**config.mk**
```make
export PLATFORM = sky130hd
export DESIGN_NAME = spike_frame_encoder
export DESIGN_NICKNAME = d
export VERILOG_FILES = /design/src/rtl/spike_frame_encoder.sv
export SDC_FILE = /design/constraint.sdc
export NUM_CORES = 1
export LEC_CHECK = 0
export ABC_AREA = 0
export BUFFER_PORTS_ARGS = -buffer_cell sky130_fd_sc_hd__buf_4
export CORE_AREA = 3 3 184 186
export CTS_BUF_LIST = sky130_fd_sc_hd__clkbuf_16
export DETAILED_ROUTE_END_ITERATION = 8
export DIE_AREA = 0 0 187 189
export HOLD_SLACK_MARGIN = 0.02
export PLACE_DENSITY = 0.83
export REMOVE_ABC_BUFFERS = 1
export SYNTH_ARGS = -nofsm -noshare
export SYNTH_HDL_FRONTEND = slang
export SYNTH_SLANG_ARGS = --single-unit
```
**constraint.sdc**
```tcl
create_clock -name clk -period 7.1 [get_ports clk]
set_input_delay 0.71 -clock clk [delete_from_list [all_inputs] [get_ports clk]]
set_output_delay 0.71 -clock clk [all_outputs]
set_load 0.02 [all_outputs]
```
**src/rtl/spike_frame_encoder.sv**
```systemverilog
// Pixel-to-spike-time encoder with a double-buffered frame presented for one
// time window per frame, swapped only at the window boundary.
module spike_frame_encoder #(
   parameter int unsigned NUM_SPIKES      = 64,
   parameter int unsigned TIME_BITS       = 3,
   parameter int unsigned TIME_PERIOD     = 8,
   parameter int unsigned PIX_BITS        = 8,
   parameter int unsigned NO_SPIKE_THRESH = 32
) (
   input  logic                                  clk,
   input  logic                                  rst,
   input  logic                                  pix_valid,
   output logic                                  pix_ready,
   input  logic [PIX_BITS-1:0]                   pix_data,
   input  logic                                  pix_last,
   output logic [TIME_BITS:0]                    time_val,
   output logic [NUM_SPIKES*(TIME_BITS+1)-1:0]   spike_times,
   output logic                                  frame_valid,
   output logic                                  frame_start,
   output logic                                  frame_error,
   output logic [15:0]                           frame_count
);

   localparam int unsigned TW    = TIME_BITS + 1;
   localparam int unsigned IDX_W = (NUM_SPIKES > 1) ? $clog2(NUM_SPIKES) : 1;
   localparam int unsigned SHIFT = PIX_BITS - TIME_BITS;

   localparam logic [TW-1:0]              NO_SPIKE     = TW'(TIME_PERIOD);
   localparam logic [TW-1:0]              WRAP_TIME    = TW'(TIME_PERIOD - 1);
   localparam logic [IDX_W-1:0]           LAST_IDX     = IDX_W'(NUM_SPIKES - 1);
   localparam logic [PIX_BITS:0]          THRESH       = (PIX_BITS + 1)'(NO_SPIKE_THRESH);
   localparam logic [NUM_SPIKES*TW-1:0]   ALL_NO_SPIKE = {NUM_SPIKES{NO_SPIKE}};

   logic [NUM_SPIKES*TW-1:0] shadow;
   logic                     shadow_full;
   logic [IDX_W-1:0]         load_idx;
   logic                     accept;
   logic                     wrap;
   logic                     final_pix;
   logic [PIX_BITS-1:0]      pix_inv;
   logic [PIX_BITS-1:0]      pix_shifted;
   logic [TW-1:0]            code;

   assign pix_ready = !shadow_full && !rst;
   assign accept    = pix_valid && pix_ready;
   assign wrap      = (time_val == WRAP_TIME);
   assign final_pix = pix_last || (load_idx == LAST_IDX);

   // Brighter pixels map to earlier spike times; dim pixels never spike.
   always_comb begin
      pix_inv     = ~pix_data;
      pix_shifted = pix_inv >> SHIFT;
      code        = NO_SPIKE;
      if ({1'b0, pix_data} >= THRESH) begin
         code = TW'(pix_shifted);
      end
   end

   always_ff @(posedge clk) begin
      if (rst) begin
         time_val <= '0;
      end else if (wrap) begin
         time_val <= '0;
      end else begin
         time_val <= time_val + TW'(1);
      end
   end

   // Shadow load: a short frame pads the unused lines with the no-spike code.
   always_ff @(posedge clk) begin
      if (rst) begin
         shadow      <= ALL_NO_SPIKE;
         shadow_full <= 1'b0;
         load_idx    <= '0;
         frame_error <= 1'b0;
      end else begin
         frame_error <= accept && (pix_last != (load_idx == LAST_IDX));
         if (accept) begin
            for (int i = 0; i < int'(NUM_SPIKES); i++) begin
               if (IDX_W'(i) == load_idx) begin
                  shadow[i*TW +: TW] <= code;
               end else if (pix_last && (IDX_W'(i) > load_idx)) begin
                  shadow[i*TW +: TW] <= NO_SPIKE;
               end
            end
            load_idx <= final_pix ? '0 : load_idx + IDX_W'(1);
         end
         // An accept can only happen while the shadow is not full, so a final
         // pixel on the wrap cycle waits for the following wrap.
         if (accept && final_pix) begin
            shadow_full <= 1'b1;
         end else if (wrap && shadow_full) begin
            shadow_full <= 1'b0;
         end
      end
   end

   always_ff @(posedge clk) begin
      if (rst) begin
         spike_times <= ALL_NO_SPIKE;
         frame_valid <= 1'b0;
         frame_start <= 1'b0;
         frame_count <= '0;
      end else if (wrap) begin
         if (shadow_full) begin
            spike_times <= shadow;
            frame_valid <= 1'b1;
            frame_start <= 1'b1;
            frame_count <= frame_count + 16'd1;
         end else begin
            spike_times <= ALL_NO_SPIKE;
            frame_valid <= 1'b0;
            frame_start <= 1'b0;
         end
      end else begin
         frame_start <= 1'b0;
      end
   end

endmodule

```
==> results.cfg, run 1 <==
[run_status]
status = finished clean

[clock_tree]
numCtsBuffers = 51
cts_setup_buffers = 0
cts_tree = yes
cts_sinks = 542
clock_path_buffers = 3
ctsHoldBuffers = 0
clk_pin_slew_ns = 0.07
clock-root-buffer = clkbuf_16
clk_latency_ns = 0.56
htreeDepth = 2
ctsResizeCount = 0

[floorplan]
die_area_um2 = 35300
rows = 66
io-pin-count = 292
die_w_um = 187
die_h_um = 189
start_util_pct = 59.5
coreArea_um2 = 32500

[power_and_ir_drop]
combPwrFrac_pct = 3.7
power.leakage_uw = 0.00905
p_seq_share_pct = 51.8
p_total_uw = 5890
intPower_uw = 4580
power_frac_clock_pct = 44.5
swShare_pct = 22.3
switching_power_uw = 1320
ir_drop_mv = 0.184
power.density_nw_per_um2 = 254

[grt]
grtUsageTotal_pct = 31.5
grt.overflow.total = 0
grt_max_degree = 136
grt_pass1_wl_um = 90300
first_global_vias = 16100
antenna_found_initial = 0

[yosys]
yosys-top-cells-count = dfxtp_1, a22o_1, clkbuf_1
ys.warnings.count = 0
synth_flop_cell = dfxtp_1
synth_top_area_share_pct = 56.2
yosys_register_bits = 542
netlist_instances = 1907
synthArstFlopShare_pct = 0
synth_area_leaders = dfxtp_1, a22o_1, a21oi_1
yosys.area.top_type = dfxtp_1
synth-seq-area-share_pct = 56.2
synth_area_um2 = 19300
syn_avg_cell_area_um2 = 10.1
synth_cell_type_count = 76
synth_edf_count = 0
synth.most_common_cell = dfxtp_1

[sta]
period_minus_slack_ns = 3.62
hold_violations = 0
relSlewSlack_pct = 18.9
slew_violations = 0
skew_ns = 0.0169
fin_crit_sh_pct = 50.9
clock.fmax_ghz = 0.277
rsz0062_at_grt = false
worst_pin_slew_ns = 1.21
finalSetupViolCount = 0

[run]
cap_viol_max_count = 0

[setup_path]
r2r_cells = 8
r2r_end = spike_times[125]$_SDFFE_PP0N_
timing.critical_path.to = spike_times[125]$_SDFFE_PP0N_
start_kind = register
reg2reg_from = time_val[1]$_SDFF_PP0_
crit_fanout = 135
crit_required_ns = 7.59
reg2reg_slack_ns = 3.48
cp.arrival_ns = 4.10
endpoint_kind = register
cp-startpoint = time_val[1]$_SDFF_PP0_
critical_path_class = register to register

[cells_and_area]
ff_latch_area_um2 = 10900
fillCellCount = 2369
final_cells = 2585
insertedDiodeCount = 0
multi_input_comb_area_um2 = 7530
fin_area_um2 = 23200
drive_gt1_share_pct = 19.3
fin_nets = 2126
area_growth_pct = 20.0
final_core_util_pct = 71.4

[drt]
drc_errors = 0
dr.pass1.iters = 6
detail-route-antenna-nets = 0
vias_per_cell = 6.40
num_vias = 16500
drt-initial-drc-count = 1836
wl_per_cell_um = 22.6
finalWirelength_um = 58300

[placement]
dpl.cell_count = 2495
io_buffers = 286
dp_hpwl_um = 36700
place_congestion = 0.863
placed_cell_area_um2 = 21600

[min_path]
hold_class = register to register
## placed cells by master (no fill, tap or decap), types with 7 or more instances in the layout
cell	n
a22o_1	242
inv_1	89
a32oi_1	17
a21o_1	17
o22a_1	39
nor2b_1	7
o22ai_1	9
mux2i_1	7
clkinv_2	11
nand2b_1	9
o32a_1	13
nor2_1	117
a21oi_1	115
buf_4	310
nor3_1	17
ha_1	8
nand4_1	16
dfxtp_1	540
a22oi_1	32
or3_1	12
and3_1	10
a31oi_1	8
nand3_1	49
clkbuf_16	53
nand2_1	111
o21bai_1	13
and2_1	10
xnor2_1	10
o32ai_1	41
o21ai_0	69
a32o_1	13
clkinv_1	13
## kinds of logic after synthesis
logic type	count (synthesis)	synth area share (%)
compound gates	683	26.9
xor+xnor	15	0.680
fa+ha+maj	8	0.518
buf+inv	248	5.10
flops	542	56.2
mux	8	0.421
simple gates	403	10.2
## final cells by class
| type | instances | area share, % |
|---|---|---|
| Sequential cell | 542 | 46.8 |
| Clock inverter | 37 | 1.15 |
| Timing Repair Buffer | 311 | 10.1 |
| Multi-Input combinational cell | 1117 | 32.5 |
| Tap cell | 442 | 2.39 |
| Clock buffer | 53 | 5.72 |
| Inverter | 83 | 1.37 |
## flip-flops by register name, summed over array words and instances (netlist names)
signal	flops
frame_count	16
frame_error	1
frame_start	1
frame_valid	1
shadow_full	1
spike_times	256
time_val	4
load_idx	6
shadow	256
## per-stage QoR
step	setup TNS [ns]	worst slack, ns	hold slack (ns)
floorplan	-49.11	-0.371	0.425
global placement	0	3.47	0.438
detailed placement	0	3.39	0.445
CTS	0	3.53	0.455
global route	0	3.23	0.468
finish	0	3.48	0.457
## worst min-delay path by stage
| stage | cells past startpoint | start | slack, ns | endpoint |
|---|---|---|---|---|
| floorplan | 2 | shadow[67]$_SDFFE_PP1P_ | 0.43 | spike_times[67]$_SDFFE_PP1N_ |
| global placement | 1 | frame_valid$_SDFFE_PP0N_ | 0.44 | frame_valid$_SDFFE_PP0N_ |
| detailed placement | 1 | frame_valid$_SDFFE_PP0N_ | 0.45 | frame_valid$_SDFFE_PP0N_ |
| CTS | 2 | pix_data[5] | 0.46 | shadow[60]$_SDFFE_PP0P_ |
| global route | 2 | pix_data[5] | 0.47 | shadow[60]$_SDFFE_PP0P_ |
| finish | 2 | shadow[116]$_SDFFE_PP0P_ | 0.46 | shadow[116]$_SDFFE_PP0P_ |
## critical path: stages, from the launching register on
cell and delay [ns]:
dfxtp_1 0.38, ha_1 0.25, nand2_1 0.13, nor2_1 0.27
nand3_2 0.10, buf_4 0.36, inv_6 0.82, buf_4 0.87
a22o_1 0.28
## layer usage
metal	up-vias	GRT usage [%]	share of wire [%]
met5	-	0	0
li1	7429	-	-
met3	144	6.55	10
met2	939	52.4	47
met4	0	10.7	3.2
met1	8033	41.3	40
## power groups by stage
stage                     combinational, uW  sequential [uW]  clock, uW
after floorplan                         106             3120          0
after global placement                  205             3120          0
after detailed placement                210             3120          0
after CTS                               211             3050       2630
after global routing                    228             3050       2750
final                                   218             3050       2620
(Power assumes the default switching activity.)
==> run 2: changes to the inputs <==
--- a/config.mk
+++ b/config.mk
@@ -7,12 +7,12 @@
 export LEC_CHECK = 0
 export ABC_AREA = 0
 export BUFFER_PORTS_ARGS = -buffer_cell sky130_fd_sc_hd__buf_4
-export CORE_AREA = 3 3 184 186
+export CORE_AREA = 3 3 190 192
 export CTS_BUF_LIST = sky130_fd_sc_hd__clkbuf_16
 export DETAILED_ROUTE_END_ITERATION = 8
-export DIE_AREA = 0 0 187 189
+export DIE_AREA = 0 0 193 195
 export HOLD_SLACK_MARGIN = 0.02
-export PLACE_DENSITY = 0.83
+export PLACE_DENSITY = 0.78
 export REMOVE_ABC_BUFFERS = 1
 export SYNTH_ARGS = -nofsm -noshare
 export SYNTH_HDL_FRONTEND = slang
==> constraint.sdc (replaced) <==
create_clock -name clk -period 3.79 [get_ports clk]
set_input_delay 0.379 -clock clk [delete_from_list [all_inputs] [get_ports clk]]
set_output_delay 0.379 -clock clk [all_outputs]
set_load 0.02 [all_outputs]
==> run 2 against run 1 <==
Clock power grew 96%. Clock-buffer cell count is the same. Clock skew is essentially flat. Worst setup slack lost 2.6 ns. Die area grew 6.5%. Maximum frequency grew 24%. Sequential share of layout area shrank 0.58 points. Largest cell class unchanged. Via count shrank 0.66%. Highest routed layer unchanged.
==> results.cfg, run 2 (synthesized netlist as in run 1, its figures left out) <==
[placement]
dpl.cell_count = 2528
io_buffers = 286
place_congestion = 0.922
dp_hpwl_um = 38300

[setup_path]
r2r_cells = 5
cp_slowest_stage_delay_ns = 0.90
cp_slowest_cell = nor4b_2
endpoint_kind = register
start_kind = register
reg2reg_from = load_idx[4]$_SDFFE_PP0N_
worstPathCellList = buf_4, nor4b_2, nand2_1, o22ai_1, o32ai_1
timing.critical_path.to = shadow[73]$_SDFFE_PP0P_
cp-startpoint = load_idx[4]$_SDFFE_PP0N_
cp.arrival_ns = 3.34
crit_required_ns = 4.22
critical_path_class = register to register
reg2reg_slack_ns = 0.87
r2r_end = shadow[73]$_SDFFE_PP0P_
crit_fanout = 26

[power_and_ir_drop]
switching_power_uw = 2530
power.leakage_uw = 0.00921
swShare_pct = 22.5
intPower_uw = 8740
combPwrFrac_pct = 3.8
power_frac_clock_pct = 45.5
p_seq_share_pct = 50.7
ir_drop_mv = 0.317
power.density_nw_per_um2 = 480

[floorplan]
start_util_pct = 55.9
die_h_um = 195
die_area_um2 = 37600
coreArea_um2 = 34500
io-pin-count = 292
die_w_um = 193
rows = 68

[clock_tree]
cts_setup_buffers = 0
numCtsBuffers = 52
ctsHoldBuffers = 0
cts_tree = yes
ctsResizeCount = 0
clk_pin_slew_ns = 0.06
clock-root-buffer = clkbuf_16
cts_sinks = 542
clock_path_buffers = 3
htreeDepth = 2
clk_latency_ns = 0.57

[grt]
first_global_vias = 16000
grtUsageTotal_pct = 30.4
grt.overflow.total = 0
antenna_found_initial = 1
grt_pass1_wl_um = 91300
grt_max_degree = 129

[drt]
dr.pass1.iters = 7
wl_met3_um = 5880
wl_met1_um = 24300
vias_per_cell = 6.27
finalWirelength_um = 59100
drt-initial-drc-count = 1796
num_vias = 16400
wl_met2_um = 26600
detail-route-antenna-nets = 0
drc_errors = 0
routed.top_layer = met4
wl_per_cell_um = 22.5

[sta]
rsz0062_at_grt = false
relSlewSlack_pct = 20.8
clock.fmax_ghz = 0.343
skew_ns = 0.0173
fin_crit_sh_pct = 77.0
fin_setup_tns_ns = 0
hold_violations = 0
whs_ns = 0.133
finalSetupViolCount = 0
slew_violations = 0
period_minus_slack_ns = 2.92
worst_pin_slew_ns = 1.18

[cells_and_area]
drive_gt1_share_pct = 20.3
final_cells = 2623
fin_nets = 2147
layout.cells.most_common = dfxtp_1
area_growth_pct = 21.5
reg_top3 = shadow x256, spike_times x256, frame_count x16
final_core_util_pct = 67.9
layout_common_cells = dfxtp_1, buf_4, a22o_1

[run]
cap_viol_max_count = 0

[run_status]
status = finished clean

[min_path]
hold_class = primary input to register
==> run 2: cell count changes in the layout (fill, tap and decap cells not counted), sizes merged <==
cell    before  now
buf        311  331
bufinv       4    6
clkinv      25   24
diode        0    1
inv         90   93
==> run 2: through the flow <==
stage	instance area, um2	total power [uW]	setup slack (ns)
floorplan	18600	6040	-3.68
global placement	21800	6250	1.08
detailed placement	21800	6250	1.01
CTS	23500	11300	1.00
global route	23500	11600	0.690
finish	23500	11300	0.873
==> run 2: area by class of cell <==
class,instances,area [um2]
repair buffers,331,2530
clock buffers,53,1330
flip-flops and latches,542,10900
inverters,83,317
diodes,1,2.50
fillers,2696,11100
clock inverters,41,349
well taps,455,569
multi-input cells,1117,7530
==> run 2: worst min path at each step <==
stage | from | endpoint | slack (ns) | depth (start not counted)
after global routing | pix_data[5] | shadow[60]$_SDFFE_PP0P_ | 0.11 | 2
after CTS | pix_data[5] | shadow[60]$_SDFFE_PP0P_ | 0.12 | 2
after floorplan | shadow[67]$_SDFFE_PP1P_ | spike_times[67]$_SDFFE_PP1N_ | 0.43 | 2
after global placement | frame_valid$_SDFFE_PP0N_ | frame_valid$_SDFFE_PP0N_ | 0.44 | 1
final | pix_data[5] | shadow[60]$_SDFFE_PP0P_ | 0.13 | 2
after detailed placement | shadow[32]$_SDFFE_PP0P_ | shadow[32]$_SDFFE_PP0P_ | 0.44 | 2
==> run 2: power by group through the flow <==
stage	registers, uW	clock network [uW]	logic, uW
after global routing	5710	5420	448
final	5710	5130	428
after detailed placement	5840	0	414
after CTS	5710	5170	415
after floorplan	5840	0	199
after global placement	5840	0	407
==> run 2: routing by layer <==
metal	GRT usage, %	up-vias
met5	0	-
met4	12.5	0
li1	-	7471
met1	40.8	7954
met3	7.24	168
met2	47.4	842
==> run 2: worst max-delay path: cells and delay by family (launching register included) <==
family / cells / cell delay, ns
buffers and inverters: 1 / 0.31
AND/OR/NAND/NOR: 2 / 1.09
AO/OA/AOI/OAI: 2 / 0.50
flip-flops: 1 / 0.88
==> run 3: changes to the inputs <==
--- a/config.mk
+++ b/config.mk
@@ -7,12 +7,12 @@
 export LEC_CHECK = 0
 export ABC_AREA = 0
 export BUFFER_PORTS_ARGS = -buffer_cell sky130_fd_sc_hd__buf_4
-export CORE_AREA = 3 3 190 192
+export CORE_AREA = 3 3 199 201
 export CTS_BUF_LIST = sky130_fd_sc_hd__clkbuf_16
 export DETAILED_ROUTE_END_ITERATION = 8
-export DIE_AREA = 0 0 193 195
+export DIE_AREA = 0 0 202 204
 export HOLD_SLACK_MARGIN = 0.02
-export PLACE_DENSITY = 0.78
+export PLACE_DENSITY = 0.75
 export REMOVE_ABC_BUFFERS = 1
 export SYNTH_ARGS = -nofsm -noshare
 export SYNTH_HDL_FRONTEND = slang
==> constraint.sdc (replaced) <==
create_clock -name clk -period 2.55 [get_ports clk]
set_input_delay 0.255 -clock clk [delete_from_list [all_inputs] [get_ports clk]]
set_output_delay 0.255 -clock clk [all_outputs]
set_load 0.02 [all_outputs]
==> run 3 against run 2 <==
Register-to-register slack got worse by 0.69 ns. Die area increased by 9.5%. Sequential share of layout area decreased by 1.1 points. Utilization decreased by 4.3 points. Critical path type unchanged. Power increased by 52%. First-iteration DRC count decreased by 6.4%. Worst setup slack got worse by 0.69 ns. Final cell count increased by 3.7%.
==> results.cfg, run 3 (synthesized netlist as in run 1, its figures left out) <==
[run_status]
status = finished clean

[cells_and_area]
area_growth_pct = 24.5
insertedDiodeCount = 0
reg_top3 = shadow x256, spike_times x256, frame_count x16
drive_gt1_share_pct = 21.8
fillCellCount = 3068
fin_nets = 2186
final_core_util_pct = 63.7
layout.cells.most_common = dfxtp_1
layout_common_cells = dfxtp_1, buf_4, a22o_1

[sta]
worst_pin_slew_ns = 0.931
skew_ns = 0.0266
relSlewSlack_pct = 37.3
rsz0062_at_grt = false
slew_violations = 0
period_minus_slack_ns = 2.37
clock.fmax_ghz = 0.422
fin_crit_sh_pct = 92.8
hold_violations = 0
setup_slack_ns = 0.182
finalSetupViolCount = 0

[setup_path]
start_kind = register
reg2reg_from = load_idx[5]$_SDFFE_PP0N_
crit_required_ns = 2.99
crit_family = simple AND/OR/NAND/NOR gates
critical_path_class = register to register
crit_fanout = 22
r2r_cells = 5
endpoint_kind = register
cp_slowest_stage_delay_ns = 0.72
reg2reg_slack_ns = 0.18
r2r_end = shadow[130]$_SDFFE_PP0P_
worstPathCellList = buf_4, nor4b_1, nand2_1, a21oi_1, o32ai_1
cp.arrival_ns = 2.80
cp_slowest_cell = nor4b_1
path_buf_inv = 1

[power_and_ir_drop]
p_total_uw = 17200
ir_drop_mv = 0.533
power.density_nw_per_um2 = 714
power.leakage_uw = 0.00944

[min_path]
hold_class = primary input to register
min_from = pix_data[6]
holdPathStages = 5
min_to = shadow[2]$_SDFFE_PP0P_

[clock_tree]
numCtsBuffers = 53
clock_path_buffers = 3
cts_tree = yes
htreeDepth = 2
clk_latency_ns = 0.60
clock-root-buffer = clkbuf_16
ctsResizeCount = 0
clk_pin_slew_ns = 0.07
cts_sinks = 542

[grt]
first_global_vias = 15800
grtUsageTotal_pct = 28.2
grt_max_degree = 159
grt_pass1_wl_um = 92600
grt.overflow.total = 0
antenna_found_initial = 1

[placement]
place_ws_ns = 0.307
io_buffers = 286
dp_hpwl_um = 40100
place_congestion = 0.885

[floorplan]
die_h_um = 204
die_w_um = 202
start_util_pct = 51.2
coreArea_um2 = 37800
die_area_um2 = 41200
io-pin-count = 292
rows = 71

[drt]
detail-route-antenna-nets = 0
num_vias = 16500
dr.pass1.iters = 6
wl_per_cell_um = 22.4
finalWirelength_um = 60900
drc_errors = 0
vias_per_cell = 6.07
drt-initial-drc-count = 1681

[run]
cap_viol_max_count = 0
[run 3: cell count changes in the layout (fill, tap and decap cells not counted), sizes merged, moves of 2 or more]
cell	previous run	this run
buf	331	366
dlygate4sd3	0	3
inv	93	90
clkinvlp	1	7
bufinv	6	8
clkinv	24	21
[run 3: metal layers]
layer / GRT usage (%) / up-vias / part of all wire, %
li1: - / 7562 / -
met1: 37.9 / 8090 / 43
met2: 45.8 / 733 / 46
met3: 5.16 / 119 / 7.9
met4: 10.3 / 0 / 3.2
met5: 0 / - / 0
[run 3: power by group]
part	switching [uW]	internal [uW]	total (uW)
sequential	15.3	8480	8490
clock	3350	4660	8010
combinational	504	172	676
[run 3: layout make-up]
cell class              count  area, um2  share of cell area (%)
clock buffers              54       1350                    5.62
flip-flops and latches    542      10900                    45.1
well taps                 511        639                    2.66
clock inverters            43        433                    1.80
repair buffers            369       2920                    12.1
inverters                  83        317                    1.32
multi-input cells        1117       7530                    31.3
[run 3: what timing repair did]
action                    CTS  global route
hold buffers                3             0
hold endpoints to repair    7             0
buffers inserted            0             0
[run 3: worst register-to-register path, stage by stage, from the launching register on]
cell and delay [ns]:
dfxtp_1 0.35, buf_4 0.30, nor4b_1 0.73, nand2_1 0.32, a21oi_1 0.37, o32ai_1 0.13
[run 3: worst max path at each step]
stage | start | endpoint | slack [ns] | cells after the start
global route | load_idx[5]$_SDFFE_PP0N_ | shadow[130]$_SDFFE_PP0P_ | 0.04 | 5
detailed placement | load_idx[0]$_SDFFE_PP0N_ | shadow[147]$_SDFFE_PP1P_ | 0.31 | 6
CTS | load_idx[0]$_SDFFE_PP0N_ | shadow[147]$_SDFFE_PP1P_ | 0.29 | 6
floorplan | time_val[0]$_SDFF_PP0_ | shadow_full$_SDFFE_PP0P_ | -4.92 | 5
global placement | load_idx[2]$_SDFFE_PP0N_ | shadow[68]$_SDFFE_PP0P_ | 0.32 | 5
finish | load_idx[5]$_SDFFE_PP0N_ | shadow[130]$_SDFFE_PP0P_ | 0.18 | 5
[run 3: metrics by stage]
stage	instances	setup TNS [ns]	cell area [um2]	hold WS, ns
2_1_floorplan	1742	-1156.49	18600	0.324
3_3_place_gp	2619	0	22200	0.437
3_5_place_dp	2619	0	22200	0.445
4_1_cts	2719	0	24000	0.128
5_1_grt	2719	0	24000	0.214
6_report	2719	0	24000	0.161
